<file path="src/rtl/cymometer_pkg.sv">
// Shared types and constants for the equal-precision frequency meter.
package cymometer_pkg;

    localparam int CNT_W = 32;
    localparam int DIV_W = 64;

    localparam logic [CNT_W-1:0] SAT_VAL = 32'hFFFF_FFFF;

    typedef enum logic [2:0] {
        ST_IDLE,
        ST_ARM,
        ST_GATE,
        ST_CLOSE,
        ST_DIV,
        ST_DONE
    } state_t;

    // Narrow a 64-bit quotient to the 32-bit result, saturating on overflow.
    function automatic logic [CNT_W-1:0] fold_quotient(
        input logic [DIV_W-1:0] q,
        input logic             zero_den
    );
        logic [CNT_W-1:0] res;
        if (zero_den) begin
            res = '0;
        end else if (|q[DIV_W-1:CNT_W]) begin
            res = SAT_VAL;
        end else begin
            res = q[CNT_W-1:0];
        end
        return res;
    endfunction

endpackage

</file>
<file path="src/rtl/div_serial.sv">
// Restoring shift-subtract divider, 64/32, one quotient bit per clock.
// done marks the cycle of the final iteration; quotient is final from the next cycle on.
module div_serial
    import cymometer_pkg::*;
(
    input  logic             clk_in,
    input  logic             rst_n,
    input  logic             start,
    input  logic [DIV_W-1:0] dividend,
    input  logic [CNT_W-1:0] divisor,
    output logic [DIV_W-1:0] quotient,
    output logic             done,
    output logic             busy
);

    logic             r_busy;
    logic             r_zero;
    logic [5:0]       r_iter;
    logic [DIV_W-1:0] r_quo;
    logic [CNT_W-1:0] r_rem;
    logic [CNT_W-1:0] r_den;

    logic [CNT_W:0]   w_shift;
    logic [CNT_W:0]   w_diff;
    logic             w_ge;
    logic [CNT_W:0]   w_rem_next;

    // Partial remainder stays below the divisor, so 33 bits hold the shifted value.
    assign w_shift    = {r_rem, r_quo[DIV_W-1]};
    assign w_ge       = (w_shift >= {1'b0, r_den});
    assign w_diff     = w_shift - {1'b0, r_den};
    assign w_rem_next = w_ge ? w_diff : w_shift;

    always_ff @(posedge clk_in or negedge rst_n) begin
        if (!rst_n) begin
            r_busy <= 1'b0;
            r_zero <= 1'b0;
            r_iter <= '0;
            r_quo  <= '0;
            r_rem  <= '0;
            r_den  <= '0;
        end else if (!r_busy) begin
            if (start) begin
                r_busy <= 1'b1;
                r_zero <= (divisor == '0);
                r_iter <= '0;
                r_quo  <= dividend;
                r_rem  <= '0;
                r_den  <= divisor;
            end
        end else begin
            r_rem  <= w_rem_next[CNT_W-1:0];
            r_quo  <= {r_quo[DIV_W-2:0], w_ge};
            r_iter <= r_iter + 6'd1;
            if (r_iter == 6'd63) begin
                r_busy <= 1'b0;
            end
        end
    end

    assign quotient = r_zero ? '0 : r_quo;
    assign done     = r_busy && (r_iter == 6'd63);
    assign busy     = r_busy;

endmodule

</file>
<file path="src/rtl/cymo_meter.sv">
// Equal-precision frequency meter: soft gate aligned to clk_fx edges,
// frequency = CLK_FS * fx_cnt / fs_cnt, one result per measurement.
module cymo_meter
    import cymometer_pkg::*;
#(
    parameter logic [CNT_W-1:0] CLK_FS         = 32'd50_000_000,
    parameter logic [CNT_W-1:0] GATE_CYCLES    = 32'd25_000_000,
    parameter logic [CNT_W-1:0] IDLE_CYCLES    = 32'd2_500_000,
    parameter logic [CNT_W-1:0] TIMEOUT_CYCLES = 32'd50_000_000
) (
    input  logic             clk_in,
    input  logic             rst_n,
    input  logic             clk_fx,
    output logic [CNT_W-1:0] data_fx,
    output logic             data_valid
);

    state_t           r_state;
    state_t           w_state_next;

    logic [2:0]       r_fx_pipe;
    logic             w_fx_rise;

    logic [CNT_W-1:0] r_idle_cnt;
    logic [CNT_W-1:0] r_tmo_cnt;
    logic [CNT_W-1:0] r_soft_cnt;
    logic [CNT_W-1:0] r_fs_cnt;
    logic [CNT_W-1:0] r_fx_cnt;
    logic             r_timeout;
    logic             r_div_first;
    logic [CNT_W-1:0] r_data_fx;
    logic             r_data_valid;

    logic             w_idle_hit;
    logic             w_tmo_hit;
    logic             w_gate_hit;
    logic             w_div_start;
    logic             w_div_done;
    logic             w_div_busy;
    logic [DIV_W-1:0] w_dividend;
    logic [DIV_W-1:0] w_quotient;
    logic [CNT_W-1:0] w_result;

    // Two synchronizer stages plus one edge-detect stage; the latency is the
    // same for the opening and closing edge, so it does not bias the counts.
    always_ff @(posedge clk_in or negedge rst_n) begin
        if (!rst_n) begin
            r_fx_pipe <= '0;
        end else begin
            r_fx_pipe <= {r_fx_pipe[1:0], clk_fx};
        end
    end

    assign w_fx_rise  = r_fx_pipe[1] & ~r_fx_pipe[2];

    assign w_idle_hit = (r_idle_cnt == IDLE_CYCLES - 32'd1);
    assign w_tmo_hit  = (r_tmo_cnt == TIMEOUT_CYCLES - 32'd1);
    assign w_gate_hit = (r_soft_cnt == GATE_CYCLES - 32'd1);

    always_ff @(posedge clk_in or negedge rst_n) begin
        if (!rst_n) begin
            r_state <= ST_IDLE;
        end else begin
            r_state <= w_state_next;
        end
    end

    always_comb begin
        w_state_next = r_state;
        case (r_state)
            ST_IDLE:  if (w_idle_hit) w_state_next = ST_ARM;
            ST_ARM: begin
                if (w_fx_rise)      w_state_next = ST_GATE;
                else if (w_tmo_hit) w_state_next = ST_DONE;
            end
            ST_GATE:  if (w_gate_hit) w_state_next = ST_CLOSE;
            ST_CLOSE: begin
                if (w_fx_rise)      w_state_next = ST_DIV;
                else if (w_tmo_hit) w_state_next = ST_DONE;
            end
            ST_DIV:   if (w_div_done) w_state_next = ST_DONE;
            ST_DONE:  w_state_next = ST_IDLE;
            default:  w_state_next = ST_IDLE;
        endcase
    end

    always_ff @(posedge clk_in or negedge rst_n) begin
        if (!rst_n) begin
            r_idle_cnt   <= '0;
            r_tmo_cnt    <= '0;
            r_soft_cnt   <= '0;
            r_fs_cnt     <= '0;
            r_fx_cnt     <= '0;
            r_timeout    <= 1'b0;
            r_div_first  <= 1'b0;
            r_data_fx    <= '0;
            r_data_valid <= 1'b0;
        end else begin
            r_data_valid <= 1'b0;
            r_div_first  <= (w_state_next == ST_DIV) && (r_state != ST_DIV);
            case (r_state)
                ST_IDLE: begin
                    r_idle_cnt <= r_idle_cnt + 32'd1;
                    if (w_idle_hit) begin
                        r_idle_cnt <= '0;
                        r_tmo_cnt  <= '0;
                    end
                end
                ST_ARM: begin
                    r_tmo_cnt <= r_tmo_cnt + 32'd1;
                    if (w_fx_rise) begin
                        r_fs_cnt   <= '0;
                        r_fx_cnt   <= '0;
                        r_soft_cnt <= '0;
                        r_timeout  <= 1'b0;
                    end else if (w_tmo_hit) begin
                        r_timeout <= 1'b1;
                    end
                end
                ST_GATE: begin
                    r_fs_cnt   <= r_fs_cnt + 32'd1;
                    r_soft_cnt <= r_soft_cnt + 32'd1;
                    if (w_fx_rise) begin
                        r_fx_cnt <= r_fx_cnt + 32'd1;
                    end
                    if (w_gate_hit) begin
                        r_tmo_cnt <= '0;
                    end
                end
                ST_CLOSE: begin
                    // The closing-edge cycle is counted too, so fs_cnt spans whole fx periods.
                    r_fs_cnt  <= r_fs_cnt + 32'd1;
                    r_tmo_cnt <= r_tmo_cnt + 32'd1;
                    if (w_fx_rise) begin
                        r_fx_cnt <= r_fx_cnt + 32'd1;
                    end else if (w_tmo_hit) begin
                        r_timeout <= 1'b1;
                    end
                end
                ST_DONE: begin
                    r_data_fx    <= r_timeout ? '0 : w_result;
                    r_data_valid <= 1'b1;
                    r_timeout    <= 1'b0;
                end
                default: begin
                end
            endcase
        end
    end

    assign w_div_start = (r_state == ST_DIV) && r_div_first && !w_div_busy;
    assign w_dividend  = {{(DIV_W-CNT_W){1'b0}}, CLK_FS} * {{(DIV_W-CNT_W){1'b0}}, r_fx_cnt};
    assign w_result    = fold_quotient(w_quotient, (r_fs_cnt == '0));

    div_serial u_div (
        .clk_in   (clk_in),
        .rst_n    (rst_n),
        .start    (w_div_start),
        .dividend (w_dividend),
        .divisor  (r_fs_cnt),
        .quotient (w_quotient),
        .done     (w_div_done),
        .busy     (w_div_busy)
    );

    assign data_fx    = r_data_fx;
    assign data_valid = r_data_valid;

endmodule

</file>
<file path="config.mk">
export PLATFORM = sky130hd
export DESIGN_NAME = cymo_meter
export DESIGN_NICKNAME = d
export VERILOG_FILES = /design/src/rtl/cymometer_pkg.sv /design/src/rtl/div_serial.sv /design/src/rtl/cymo_meter.sv
export SDC_FILE = /design/constraint.sdc
export NUM_CORES = 2
export LEC_CHECK = 0
export CAP_MARGIN = 20
export CORE_AREA = 2 2 239 241
export DETAILED_ROUTE_END_ITERATION = 10
export DIE_AREA = 0 0 241 243
export DONT_BUFFER_PORTS = 1
export GPL_TIMING_DRIVEN = 1
export PLACE_DENSITY = 0.73
export SETUP_SLACK_MARGIN = 0.5
export SLEW_MARGIN = 20
export SYNTH_ARGS = -nofsm -noshare
export SYNTH_HDL_FRONTEND = slang
export SYNTH_SLANG_ARGS = --single-unit
</file>
<file path="constraint.sdc">
create_clock -name clk_in -period 10.13 [get_ports clk_in]
set_clock_uncertainty 0.05 [all_clocks]
set_input_delay 3.039 -clock clk_in [delete_from_list [all_inputs] [get_ports clk_in]]
set_output_delay 3.039 -clock clk_in [all_outputs]
set_load 0.05 [all_outputs]
</file>
==> flow_metrics.env <==
export IMPL_grt_first_pass_wirelength_mm=108.5
export IMPL_ant_nets=0
export IMPL_setup_tns_ps=0
export IMPL_cts_resized=0
export IMPL_hold_buffers=0
export IMPL_pwr_share_clk_pct=52.1
export IMPL_insertion_delay_ps=580
export IMPL_setup_ws_ps=3374
export IMPL_status="finished clean"
export IMPL_synth_top_flop_cell="dfrtp_1"
export IMPL_netlist_area_um2=28800
export IMPL_seqPwrFrac_pct=47.9
export IMPL_max_freq_ghz=0.1480
export IMPL_timing_final_crit_share_pct=66.70
export IMPL_fin_crit_ps=6756
export IMPL_drc=0
export IMPL_relSlewSlack_pct=27.15
export IMPL_regToRegEndpoint="u_div.r_quo[56]$_DFFE_PN0P_"
export IMPL_grt_max_degree=338
export IMPL_numPortBuffers=0
export IMPL_routed_wl_mm=65.18
export IMPL_clock_sinks=337
export IMPL_clock_path_buffers=3
export IMPL_rsz0062_at_grt="no"
export IMPL_worst_pin_slew_ps=1083
export IMPL_cp_startpoint="r_fx_cnt[5]$_DFFE_PN0P_"
export IMPL_core_area_um2=55950
export IMPL_min_path_type="flip-flop to flip-flop"
export IMPL_io_pins=36
export IMPL_fillers=4996
export IMPL_finalHoldViolations=0
export IMPL_clk_pin_slew_ps=60
export IMPL_synthesis_nets=3634
export IMPL_endpoint_kind="flip-flop"
export IMPL_async_reset_ff_share_pct=100.0
export IMPL_seq_area_um2=8437
export IMPL_cts_buffers=40
export IMPL_irDropWorstVdd_mv=0.1299
export IMPL_grt_pass1_vias=20850
export IMPL_row_count=87
export IMPL_whs_path_depth=0
export IMPL_cts_root_buffer="clkbuf_16"
export IMPL_h_tree_depth=2
export IMPL_synthCells=3099
export IMPL_cts_tree="done"
export IMPL_holdPathEnd="r_fx_pipe[1]$_DFF_PN0_"
export IMPL_synth_seq_cells=337
export IMPL_final_core_util_pct=55.11
export IMPL_powerDensity_nw_per_um2=91.26
export IMPL_rr_worst_depth=20
export IMPL_p_leak_uw=0.01611
export IMPL_drv_slew=0
export IMPL_start_kind="flip-flop"
export IMPL_avgSynthCellArea_um2=9.293
export IMPL_viasPerCell=5.506
export IMPL_fp_dieH_um=243
export IMPL_r2r_slack_ps=3370
export IMPL_syn_to_final_growth_pct=7.069
export IMPL_synth_area_leaders="dfrtp_1 29%, fa_1 19%, ha_1 11%"
export IMPL_initial_utilization_pct=51.47
export IMPL_routedWlPerCell_um=16.98
export IMPL_switching_share_pct=21.75
export IMPL_dp_hpwl_mm=49.23
export IMPL_p_int_uw=2202
export IMPL_drv_cap=0
export IMPL_synth_seq_area_share_pct=29.28
export IMPL_dp_worst_setup_slack_ps=3389
export IMPL_synth_largest_area_cell="dfrtp_1"
export IMPL_fin_total_pwr_uw=2814
export IMPL_yosysWarnings=0
export IMPL_setup_viol=0
export IMPL_grt_overflow_total=0
export IMPL_synth_top_area_share_pct=29.28
export IMPL_combPwrFrac_pct=0
export IMPL_grt_usage_pct=22.94
export IMPL_cp_max_fo=8
export IMPL_min_from="r_fx_pipe[0]$_DFF_PN0_"
export IMPL_dieArea_um2=58560
export IMPL_yosysUniqueCellTypes=73
export IMPL_r2r_start="r_fx_cnt[5]$_DFFE_PN0P_"
export IMPL_drive_above_1_share_pct=3.602
export IMPL_arrival_ps=7170
export IMPL_drt_pre_antenna_iters=7
export IMPL_required_ps=10540
export IMPL_p_switching_uw=612.0
export IMPL_vias=21130
export IMPL_die_x_um=241
export IMPL_diodes=0
export IMPL_synth_edf_count=0
export IMPL_place_gp_congestion=0.9310
export IMPL_drt_iter0_drc=1397
export IMPL_multi_input_area_um2=18320
export IMPL_post_cts_buffers=0
export IMPL_nets=3587
export IMPL_crit_type="flip-flop to flip-flop"
export IMPL_antenna_found_initial=0
power by group through the flow:
stage	clock network [uW]	registers, uW	logic (uW)
floorplan	0	1370	0.898
global placement	0	1370	1.41
detailed placement	0	1370	1.40
CTS	1500	1350	1.41
global route	1550	1350	1.50
finish	1470	1350	1.37
critical path, cell delays in order (launching register included):
cell,delay (ps)
dfrtp_1,610
inv_1,250
fa_1,570
fa_1,510
inv_1,60
fa_1,500
fa_1,530
fa_1,560
inv_1,60
fa_1,530
inv_1,40
ha_1,450
nand2_1,120
nor3b_1,250
a211oi_2,130
a31o_2,290
a21oi_1,340
a31oi_1,210
o21ai_1,260
a41oi_1,180
mux2i_1,150
state kept, by name (all words and copies together), names as in the netlist:
register / count
u_div.r_quo: 64
data_fx: 32
r_fs_cnt: 32
r_fx_cnt: 32
r_idle_cnt: 32
r_soft_cnt: 32
r_tmo_cnt: 32
u_div.r_den: 32
u_div.r_rem: 32
u_div.r_iter: 6
r_fx_pipe: 3
r_state: 3
data_valid: 1
r_div_first: 1
r_timeout: 1
u_div.busy: 1
u_div.r_zero: 1
kinds of logic (layout without fill, tap and decap cells):
| kind of cell | after synthesis | count (layout) | synth area share (%) |
|---|---|---|---|
| xor gates and xnor gates | 184 | 184 | 5.596 |
| muxes | 36 | 36 | 1.290 |
| DFF | 337 | 337 | 29.28 |
| and+or+nand+nor | 877 | 877 | 14.15 |
| buffers and inverters | 553 | 536 | 7.238 |
| AOI/OAI and AO/OA | 580 | 580 | 12.34 |
| adders and majority gates | 532 | 532 | 30.10 |
Yosys cell counts, types with 7 or more instances:
master      n
inv_1     451
dfrtp_1   337
nand2_1   321
fa_1      268
ha_1      264
nor2_1    212
o21ai_0   159
a21oi_1   116
xnor2_1    97
nand3_1    96
clkbuf_1   90
xor2_1     87
o21ai_1    84
a21o_1     64
nand4_1    49
and3_1     41
nor3_1     33
nor4_1     28
mux2i_1    27
o211ai_1   27
a22o_1     20
nor2b_1    20
or3_1      17
o31ai_1    15
nand2b_1   14
o221ai_1   13
a31oi_1    12
and2_1     11
o21bai_1   10
and4_1      9
mux2_2      8
buf_2       7
metal layers:
layer  wire length (um)  global-route usage (%)  vias up
li1                   -                       -    10210
met1              29720                   32.81    10370
met2              30300                   36.11      450
met3               3578                   4.003      105
met4               1581                   5.810        0
met5                  0                       0        -
worst max path at each step:
stage                             endpoint  slack [ps]  depth (start not counted)
3_3_place_gp   u_div.r_quo[56]$_DFFE_PN0P_        3470                         20
5_1_grt        u_div.r_quo[56]$_DFFE_PN0P_        2980                         20
3_5_place_dp   u_div.r_quo[56]$_DFFE_PN0P_        3390                         20
6_report       u_div.r_quo[56]$_DFFE_PN0P_        3370                         20
4_1_cts        u_div.r_quo[56]$_DFFE_PN0P_        3380                         20
2_1_floorplan  u_div.r_quo[56]$_DFFE_PN0P_        4110                         21
final cells by class:
class	instances	share of cell area, %
clock buffer	58	3.757
timing repair buffer	13	0.3165
inverter	451	5.490
clock inverter	14	0.6046
tap	756	3.068
sequential	337	27.36
multi-input combinational	2209	59.40
through the flow:
| stage | std cells | instance area [um2] | hold slack (ps) |
|---|---|---|---|
| final | 3838 | 30830 | 308.0 |
| after floorplan | 3099 | 28800 | 281.2 |
| after global routing | 3838 | 30830 | 316.0 |
| after CTS | 3838 | 30830 | 309.6 |
| after detailed placement | 3766 | 29490 | 286.3 |
| after global placement | 3766 | 29490 | 288.9 |
cell usage in the layout (no fill, tap or decap), types with 6 or more instances in the layout:
cell	netlist	layout
xor2_1	87	87
nor2b_1	20	20
nand2_1	321	321
o21ai_1	84	84
and2_1	11	11
o21a_1	6	6
clkbuf_16	0	40
and3_1	41	41
ha_1	264	264
a22o_1	20	20
o21bai_1	10	10
or3_1	17	17
nor3_1	33	31
dfrtp_1	337	336
a21o_1	64	64
nand4_1	49	49
xnor2_1	97	97
nor2_1	212	210
o31ai_1	15	15
a31oi_1	12	12
o221ai_1	13	13
clkbuf_1	90	9
nand2b_1	14	14
buf_4	0	13
a21oi_1	116	116
fa_1	268	268
clkbuf_8	0	9
mux2_2	8	8
nand3_1	96	96
inv_1	451	451
nor4_1	28	28
and4_1	9	9
mux2i_1	27	27
o21ai_0	159	159
o211ai_1	27	27
No activity file was read; power rests on OpenSTA's default activity.
